`src/rtl/fetch_pkg.sv`:
```
`default_nettype none
// ============================================================================
//  Module      : fetch_pkg
//  Description : Shared constants, the fetch buffer entry type and a small
//                address helper for the instruction fetch stage.
//  Revision    : 1.0 - initial release
// ============================================================================
package fetch_pkg;

   localparam logic [31:0] BASE_ADDR_DEFAULT = 32'h8002_0000;
   localparam logic [1:0]  ACCESS_WORD       = 2'b00;
   localparam int          INSN_W            = 32;

   // One buffered fetch: the instruction word and the PC it came from.
   typedef struct packed {
      logic [INSN_W-1:0] insn;
      logic [31:0]       pc;
   } fetch_entry_t;

   // Force an address onto a word boundary.
   function automatic logic [31:0] align_word(input logic [31:0] addr);
      return addr & ~32'd3;
   endfunction

endpackage : fetch_pkg
`default_nettype wire

```
`src/rtl/fetch_fifo.sv`:
```
`default_nettype none
// ============================================================================
//  Module      : fetch_fifo
//  Description : Small synchronous FIFO of fetch entries with flush and an
//                occupancy count. The head entry is presented combinationally.
//                Pop on empty is ignored; push when full is only accepted if
//                a pop happens in the same cycle. Flush wins over push/pop.
//  Revision    : 1.0 - initial release
// ============================================================================
module fetch_fifo
   import fetch_pkg::*;
#(
   parameter  int DEPTH = 2,
   localparam int AW    = (DEPTH > 1) ? $clog2(DEPTH) : 1,
   localparam int CW    = AW + 1
) (
   input  logic          clock,
   input  logic          reset_n,
   input  logic          flush,
   input  logic          push,
   input  fetch_entry_t  push_data,
   input  logic          pop,
   output fetch_entry_t  head,
   output logic [CW-1:0] count,
   output logic          empty
);

   fetch_entry_t  r_mem [DEPTH];
   logic [AW-1:0] r_wr_ptr;
   logic [AW-1:0] r_rd_ptr;
   logic [CW-1:0] r_count;

   logic w_do_pop;
   logic w_do_push;

   assign w_do_pop  = pop && (r_count != '0);
   assign w_do_push = push && ((r_count != CW'(DEPTH)) || w_do_pop);

   // Pointer and occupancy bookkeeping; flush empties the buffer at once.
   always_ff @(posedge clock or negedge reset_n) begin
      if (!reset_n) begin
         r_wr_ptr <= '0;
         r_rd_ptr <= '0;
         r_count  <= '0;
      end else if (flush) begin
         r_wr_ptr <= '0;
         r_rd_ptr <= '0;
         r_count  <= '0;
      end else begin
         if (w_do_push) r_wr_ptr <= r_wr_ptr + AW'(1);
         if (w_do_pop)  r_rd_ptr <= r_rd_ptr + AW'(1);
         r_count <= r_count + CW'(w_do_push) - CW'(w_do_pop);
      end
   end

   // Entry storage; contents are only meaningful while counted as occupied.
   always_ff @(posedge clock) begin
      if (w_do_push && !flush) begin
         r_mem[r_wr_ptr] <= push_data;
      end
   end

   assign head  = r_mem[r_rd_ptr];
   assign count = r_count;
   assign empty = (r_count == '0);

endmodule : fetch_fifo
`default_nettype wire

```
`src/rtl/fetch_unit.sv`:
```
`default_nettype none
// ============================================================================
//  Module      : fetch_unit
//  Description : Instruction fetch stage. Owns the PC, issues one word read
//                per cycle under a credit rule that reserves a buffer slot
//                for every outstanding read, captures returned words into a
//                small FIFO and hands {insn, pc} to decode with valid/stall.
//                A branch redirect squashes buffered and in-flight fetches.
//  Config      : FETCH_PERF_EN - adds perf_issued / perf_squashed counters.
//  Revision    : 1.0 - initial release
// ============================================================================
module fetch_unit
   import fetch_pkg::*;
#(
   parameter logic [31:0] BASE_ADDR  = BASE_ADDR_DEFAULT,
   parameter int          FIFO_DEPTH = 2
) (
   input  logic        clock,
   input  logic        reset_n,
   input  logic        stall,
   input  logic        do_branch,
   input  logic [31:0] branch_target,
   output logic [31:0] mem_address,
   output logic [1:0]  mem_access_size,
   output logic        mem_dm_byte,
   output logic        mem_rw,
   output logic        mem_enable,
   input  logic [31:0] mem_data_out,
   output logic [31:0] insn_out,
   output logic [31:0] pc_out,
   output logic        insn_valid,
   output logic        misalign
`ifdef FETCH_PERF_EN
   ,
   output logic [31:0] perf_issued,
   output logic [31:0] perf_squashed
`endif
);

   localparam int CW = ((FIFO_DEPTH > 1) ? $clog2(FIFO_DEPTH) : 1) + 1;
   localparam int SW = CW + 1;

   logic [31:0]  r_pc;
   logic [31:0]  r_pend_pc;
   logic         r_pending;
   logic         r_active;
   logic         r_misalign;

   logic         w_deq;
   logic         w_issue;
   logic         w_push;
   logic         w_pop;
   logic [SW-1:0] w_credit;
   logic [CW-1:0] w_count;
   logic         w_empty;
   fetch_entry_t w_head;
   fetch_entry_t w_push_data;

   // Slots already promised: buffered entries plus the read in flight,
   // minus the entry decode is taking this cycle.
   assign w_deq    = insn_valid && !stall;
   assign w_credit = SW'(w_count) + SW'(r_pending) - SW'(w_deq);

   // r_active holds off issue until the first edge after reset release so
   // that mem_enable is low throughout reset.
   assign w_issue = r_active && !do_branch && (w_credit < SW'(FIFO_DEPTH));

   // A redirect discards the returning word and the head being popped.
   assign w_push = r_pending && !do_branch;
   assign w_pop  = w_deq && !do_branch;

   assign w_push_data.insn = mem_data_out;
   assign w_push_data.pc   = r_pend_pc;

   // PC, outstanding-read tracking, redirect and misalign pulse.
   always_ff @(posedge clock or negedge reset_n) begin
      if (!reset_n) begin
         r_active   <= 1'b0;
         r_pc       <= BASE_ADDR;
         r_pend_pc  <= '0;
         r_pending  <= 1'b0;
         r_misalign <= 1'b0;
      end else begin
         r_active   <= 1'b1;
         r_misalign <= do_branch && (branch_target[1:0] != 2'b00);
         if (do_branch) begin
            r_pc      <= align_word(branch_target);
            r_pending <= 1'b0;
         end else begin
            r_pending <= w_issue;
            if (w_issue) begin
               r_pc      <= r_pc + 32'd4;
               r_pend_pc <= r_pc;
            end
         end
      end
   end

   fetch_fifo #(
      .DEPTH     (FIFO_DEPTH)
   ) u_fifo (
      .clock     (clock),
      .reset_n   (reset_n),
      .flush     (do_branch),
      .push      (w_push),
      .push_data (w_push_data),
      .pop       (w_pop),
      .head      (w_head),
      .count     (w_count),
      .empty     (w_empty)
   );

   assign mem_address     = r_pc;
   assign mem_access_size = ACCESS_WORD;
   assign mem_dm_byte     = 1'b0;
   assign mem_rw          = 1'b1;
   assign mem_enable      = w_issue;

   // Outputs read as zero whenever the buffer is empty.
   assign insn_valid = !w_empty;
   assign insn_out   = insn_valid ? w_head.insn : '0;
   assign pc_out     = insn_valid ? w_head.pc   : '0;
   assign misalign   = r_misalign;

`ifdef FETCH_PERF_EN
   logic [31:0] r_perf_issued;
   logic [31:0] r_perf_squashed;

   // Issue count and squash count (flushed entries plus a dropped return).
   always_ff @(posedge clock or negedge reset_n) begin
      if (!reset_n) begin
         r_perf_issued   <= '0;
         r_perf_squashed <= '0;
      end else begin
         if (w_issue) r_perf_issued <= r_perf_issued + 32'd1;
         if (do_branch) begin
            r_perf_squashed <= r_perf_squashed + 32'(w_count) + 32'(r_pending);
         end
      end
   end

   assign perf_issued   = r_perf_issued;
   assign perf_squashed = r_perf_squashed;
`endif

endmodule : fetch_unit
`default_nettype wire
```
`config.mk`:
```
export PLATFORM = sky130hd
export DESIGN_NAME = fetch_unit
export DESIGN_NICKNAME = d
export VERILOG_FILES = /design/src/rtl/fetch_pkg.sv /design/src/rtl/fetch_fifo.sv /design/src/rtl/fetch_unit.sv
export SDC_FILE = /design/constraint.sdc
export NUM_CORES = 1
export LEC_CHECK = 0
export ABC_AREA = 0
export CAP_MARGIN = 30
export CORE_ASPECT_RATIO = 0.5
export CORE_MARGIN = 2
export CORE_UTILIZATION = 48
export DETAILED_ROUTE_END_ITERATION = 7
export PLACE_DENSITY_LB_ADDON = 0.12
export SYNTH_ARGS = -nofsm -noshare
export SYNTH_HDL_FRONTEND = slang
export SYNTH_HIERARCHICAL = 1
export SYNTH_SLANG_ARGS = --single-unit
export TNS_END_PERCENT = 100
```
`constraint.sdc`:
```
create_clock -name clock -period 18 [get_ports clock]
set_input_delay 1.8 -clock clock [delete_from_list [all_inputs] [get_ports clock]]
set_output_delay 1.8 -clock clock [all_outputs]
set_load 0.01 [all_outputs]
```
Word level (Yosys, flattened, before mapping)
Memory sizes are Yosys's and may differ from the RTL's.
Index checks and enable logic that the tools add are counted.
W data, S select, Z words.
- logic and storage cells: 51
- RAM bits: 128
- register bits after elaboration: 71
- bits of input ports: 68
- output and inout port bits: 103
- memories kept: 1
- reductions and logical operators: 20
- bitwise gates (word level): 1
- order comparisons: 1
- muxes and demuxes: 12
- equal/unequal tests: 1
- $add $sub $neg: 7
- memories (name ; words ; bits a word ; rd ports ; clocked after memory_dff ; wr ports ; line ; RTL):
    u_fifo.r_mem ; 2 ; 64 ; 1 ; 0 ; 1 ; fetch_fifo.sv:28 ; fetch_entry_t r_mem [DEPTH];
- operator list (cell ; number):
    $mux W32 ; 4
    $add A32 B3 Y32 const B ; 1
    $reduce_bool A2 Y1 ; 5
    $logic_and A1 B1 Y1 ; 9
    $mux W1 ; 7
    $add A2 B1 Y3 ; 1
    $logic_not A1 Y1 ; 3
    $lt A3 B2 Y1 const B ; 1
    $sub A3 B1 Y3 ; 1
    $add A1 B1 Y1 const B ; 2
    $add A2 B1 Y2 ; 1
    $logic_not A2 Y1 ; 1
    $mux W2 ; 1
    $ne A2 B2 Y1 const B ; 1
    $reduce_and A2 Y1 ; 1
    $sub A2 B1 Y2 ; 1
    $logic_or A1 B1 Y1 ; 1
    $not A1 Y1 ; 1

Longest topological paths before layout
- depth in word-level cells: 10
- gate-level depth with buffers: 13
- mapped depth without buffers: 11

Cells and area by module
The synthesis kept the hierarchy.
- modules (own cells, without submodules) (module ; area each (sq um) ; cells each ; seq. area each (sq um) ; instances):
    fetch_fifo ; 4855.9 ; 221 ; 3943.8 ; 1
    fetch_unit ; 3577.2 ; 420 ; 1579.0 ; 1

Least setup slack after synthesis
OpenSTA, ideal clock, no wires.
- path type: input -> register
- start: input port do_branch
- end: memory u_fifo/r_mem[1][0] (netlist name) (enable)
- data arrival time: 7.313 ns
- setup slack: 10.109 ns
- data required time: 17.422 ns
- setup time: 0.578 ns
- stages on the path: 5
- path buffers: 2
- path through: clkbuf_8 clkbuf_1 nor3_1 o31ai_4 nor3b_1
- word-level cells in the longest chain between the ends: 8
- elaborated cells on any way between the ends: 9
- those cells by class: 2 x mux; 7 x reduce/logical
- RTL lines (item ; line ; RTL):
    from (decl) ; fetch_unit.sv:21 ; input logic do_branch,
    $logic_not A1 Y1 ; fetch_unit.sv:70 ; assign w_pop = w_deq && !do_branch;
    $logic_and A1 B1 Y1 ; fetch_unit.sv:70 ;
    net w_pop ; fetch_unit.sv:52 ; logic w_pop;
    $logic_and A1 B1 Y1 ; fetch_fifo.sv:36 ; assign w_do_pop = pop && (r_count != '0);
    $logic_or A1 B1 Y1 ; fetch_fifo.sv:37 ; assign w_do_push = push && ((r_count != CW'(DEPTH)) || w_do_pop);
    $logic_and A1 B1 Y1 ; fetch_fifo.sv:37 ;
    $logic_and A1 B1 Y1 ; fetch_fifo.sv:58 ; if (w_do_push && !flush) begin
    $mux W1 ; fetch_fifo.sv:58 ;
    $mux W1 (not written as such) ; fetch_fifo.sv:59 ; r_mem[r_wr_ptr] <= push_data;
    to (decl) ; fetch_fifo.sv:28 ;
The timed path passes the listed nets, and every way through them passes these cells.

Worst setup path after layout
- start: input port stall
- end: output port mem_enable
- word-level cells in the longest chain between the ends: 5
- RTL lines (item ; line ; RTL):
    from (decl) ; fetch_unit.sv:20 ; input logic stall,
    $logic_not A1 Y1 ; fetch_unit.sv:61 ; assign w_deq = insn_valid && !stall;
    $logic_and A1 B1 Y1 ; fetch_unit.sv:61 ;
    $sub A3 B1 Y3 ; fetch_unit.sv:62 ; assign w_credit = SW'(w_count) + SW'(r_pending) - SW'(w_deq);
    $lt A3 B2 Y1 ; fetch_unit.sv:66 ; assign w_issue = r_active && !do_branch && (w_credit < SW'(FIFO_DEPTH));
    $logic_and A1 B1 Y1 ; fetch_unit.sv:66 ;
    to (decl) ; fetch_unit.sv:27 ; output logic mem_enable,
No other way between the ends.

==> summary.txt <==
CTS
  – Cts bufs inserted: 17
  – Post-cts sizing count: 0
  – Worst-path clk slew: 0.07 ns
  – Post-CTS setup buffer count: 0
  – Sink Count: 195
  – H-tree depth: 4
  – CTS max path bufs: 2
  – CTS tree: done
  – Hold-fix buffers at CTS: 0
  – CTS Root Cell: clkbuf_16
  – Clk Latency, worst-skew pair: 0.42 ns

Yosys
  – Mux contribution to synthesized area: 0.0884
  – Post-synthesis cell count: 641
  – Post-synth top area share: 0.456
  – Largest family of logic cells by synthesized area: simple AND/OR/NAND/NOR gates
  – Synthesized area: 8430 sq um
  – Synth area leaders: edfxtp_1 (46%), dfrtp_1 (19%), mux2_1 (7.3%)
  – XOR/XNOR share of the synthesized area: 0.00623
  – Post-synthesis simple-gate area fraction: 0.157
  – Post-synthesis compound-gate area fraction: 0.0552
  – Mean area per synthesized cell: 13.2 sq um
  – Synthesis-stage register bit count: 195
  – Post-synth EDFFs: 128
  – Distinct cells, synth: 58
  – Area leader, netlist: edfxtp_1
  – Synth Area in Adders: 0.00831
  – Ys Warns: 6
  – Sequential share of the synthesized area: 0.655
  – Async SR Flop Fraction: 0.344
  – Primary FF master, synth: edfxtp_1

Critical path
  – FF-to-FF Start: u_fifo/count[1]$_DFF_PN0_
  – Worst Setup End Kind: output port
  – Required @ worst endpoint: 16.20 ns
  – Critical Path Fanout Max: 57
  – CP startpoint kind: input pin
  – R2r setup slk: 14.00 ns
  – Worst reg-to-reg path cell count: 11
  – CP arrival: 5.33 ns
  – Reg2reg end: mem_address[16]$_DFFE_PN0P_
  – CP Class: input pin to output port

STA
  – Tmin final: 7.13 ns
  – Final slew viol count: 0
  – Hold violation total from the final report: 0
  – Slew @ Worst Pin: 0.866 ns
  – RSZ-0062 raised after global routing: false
  – Setup_tns: 0 ns
  – Setup violations, final: 0
  – Final setup skew: 0.0149 ns
  – Fmax: 0.140 GHz
  – Fin crit share: 0.396
  – Worst slew margin relative to its limit: 0.422

GRT
  – Total gr overflow: 0
  – Antenna violations before repair: 0
  – Total Routing Usage GR: 0.201
  – Vias in the first global route: 5556
  – First-pass GRT wire length: 29200 microns
  – Largest net degree at the start of global routing: 68

Placed design
  – Port Buffers: 164
  – Area after DPL: 10300 sq um
  – RePlAce Congestion: 0.848
  – Final HPWL DP: 11500 microns

Route
  – Routed Antenna Nets: 0
  – DR vias/cell: 5.31
  – DR pass1 iterations: 6
  – Starting DRT DRC Count: 425
  – Routed length per instance: 17.3 microns
  – Routed vias: 5577
  – Residual DRC: 0
  – Routed WL: 18100 microns

Floorplanning
  – Die Wd: 191 microns
  – FP Rows: 34
  – Die height: 97.7 microns
  – Initial core utilization: 0.488
  – IO Count: 171
  – Die area: 18700 sq um
  – CORE AREA: 17300 sq um

Layout
  – Fillers: 1367
  – Nets: 876
  – Design Area, Final: 10900 sq um
  – Ant. Diodes: 0
  – End-of-flow core utilization: 0.629
  – Syn-to-layout area delta: 28.8%
  – Layout cell share with drive strength beyond 1: 0.0858
  – Most frequent cells in the layout: clkdlybuf4s50_1 (163), edfxtp_1 (128), nand2_1 (122)
  – Leading cell type in the layout, fill and taps excluded: clkdlybuf4s50_1

Min path
  – Hold Crit Start: r_pend_pc[20]$_DFFE_PN0P_
  – Hold depth: 0
  – WHS Endpoint: u_fifo/r_mem[1][20]$_DFFE_PP_
  – Worst hold path class: register to register

Power
  – VDD IR max: 0.0707 mV
  – Power Dens Cells: 98.1 nW/um^2
  – Leakage power: 4.02 nW

Outcome
  – Status: completed

Job
  – Max-cap viol count: 0
per-layer routing:
layer | wire [microns] | vias up | global-route usage
met2 | 7960 | 202 | 0.300
met1 | 8780 | 2752 | 0.306
li1 | - | 2611 | -
met4 | 131 | 0 | 0.0438
met3 | 1250 | 12 | 0.0397
met5 | 0 | - | 0
kinds of logic after synthesis:
family / after synthesis
xor gates and xnor gates: 6
and+or+nand+nor: 260
muxes: 66
adders and majority gates: 5
buffers and inverters: 46
other: 2
AOI/OAI and AO/OA: 61
DFF: 195
report_power, final:
| group | switching, mW | total, mW | internal [mW] |
|---|---|---|---|
| combinational | 0.0595 | 0.121 | 0.0618 |
| clock | 0.172 | 0.390 | 0.218 |
| sequential | 0.0360 | 0.554 | 0.518 |
| total | 0.267 | 1.07 | 0.798 |
sequential cells by signal, summed over array words and instances (netlist names):
name / flops
u_fifo/r_wr_ptr: 1
mem_address: 30
u_fifo/r_mem: 128
r_pending: 1
misalign: 1
u_fifo/count: 2
u_fifo/r_rd_ptr: 1
r_active: 1
r_pend_pc: 30
worst max-delay path, cell delays in order:
cell and delay, ns:
clkdlybuf4s50_1 0.49, nor2_1 0.05, ha_1 0.25, nand2b_1 0.15, fa_1 0.38, xor2_1 0.21
or3_4 0.65, inv_2 0.65, clkdlybuf4s50_1 0.68
final cells by class:
cell class | instances | area [sq um] | share of cell area
inverter | 10 | 37.5 | 0.00346
timing repair buffer | 170 | 1680 | 0.155
clock inverter | 13 | 158 | 0.0145
multi-input combinational | 409 | 2720 | 0.250
sequential | 195 | 5520 | 0.508
clock buffer | 19 | 454 | 0.0418
tap | 234 | 293 | 0.0269
through the flow:
stage          hold slack, ns  power, mW  cells  worst slack, ns
2_1_floorplan           0.442      0.610    650            10.11
3_3_place_gp            0.453      0.680   1018            10.94
3_5_place_dp            0.462      0.684   1018            10.87
4_1_cts                 0.482       1.07   1050            10.87
5_1_grt                 0.500       1.11   1050            10.70
6_report                0.472       1.07   1050            10.87
how the worst max path moves through the flow:
stage / cells past startpoint / from / slack, ns / endpoint
2_1_floorplan: 5 / do_branch / 10.11 / u_fifo/r_mem[1][0]$_DFFE_PP_
3_3_place_gp: 9 / stall / 10.94 / mem_enable
3_5_place_dp: 9 / stall / 10.87 / mem_enable
4_1_cts: 9 / stall / 10.87 / mem_enable
5_1_grt: 9 / stall / 10.70 / mem_enable
6_report: 9 / stall / 10.87 / mem_enable
cell usage after synthesis (2+ instances only):
cell	number
a21oi_1	4
a221o_1	4
a22oi_1	3
a31o_2	3
a32oi_1	2
and3_1	4
buf_2	8
buf_4	11
clkbuf_1	13
clkbuf_8	2
conb_1	2
dfrtp_1	65
dfstp_2	2
edfxtp_1	128
ha_1	4
inv_1	8
inv_2	2
mux2_1	55
mux2_2	9
nand2_1	122
nand2b_1	2
nand3_1	17
nand3_4	3
nand4_1	8
nor2_1	18
nor2b_1	67
nor3_1	5
nor3b_1	2
nor4_1	3
o211ai_1	7
o21ai_0	14
o311ai_0	12
or3_1	3
xnor2_1	3
xor2_1	3
Power figures use the tool's default switching activity.
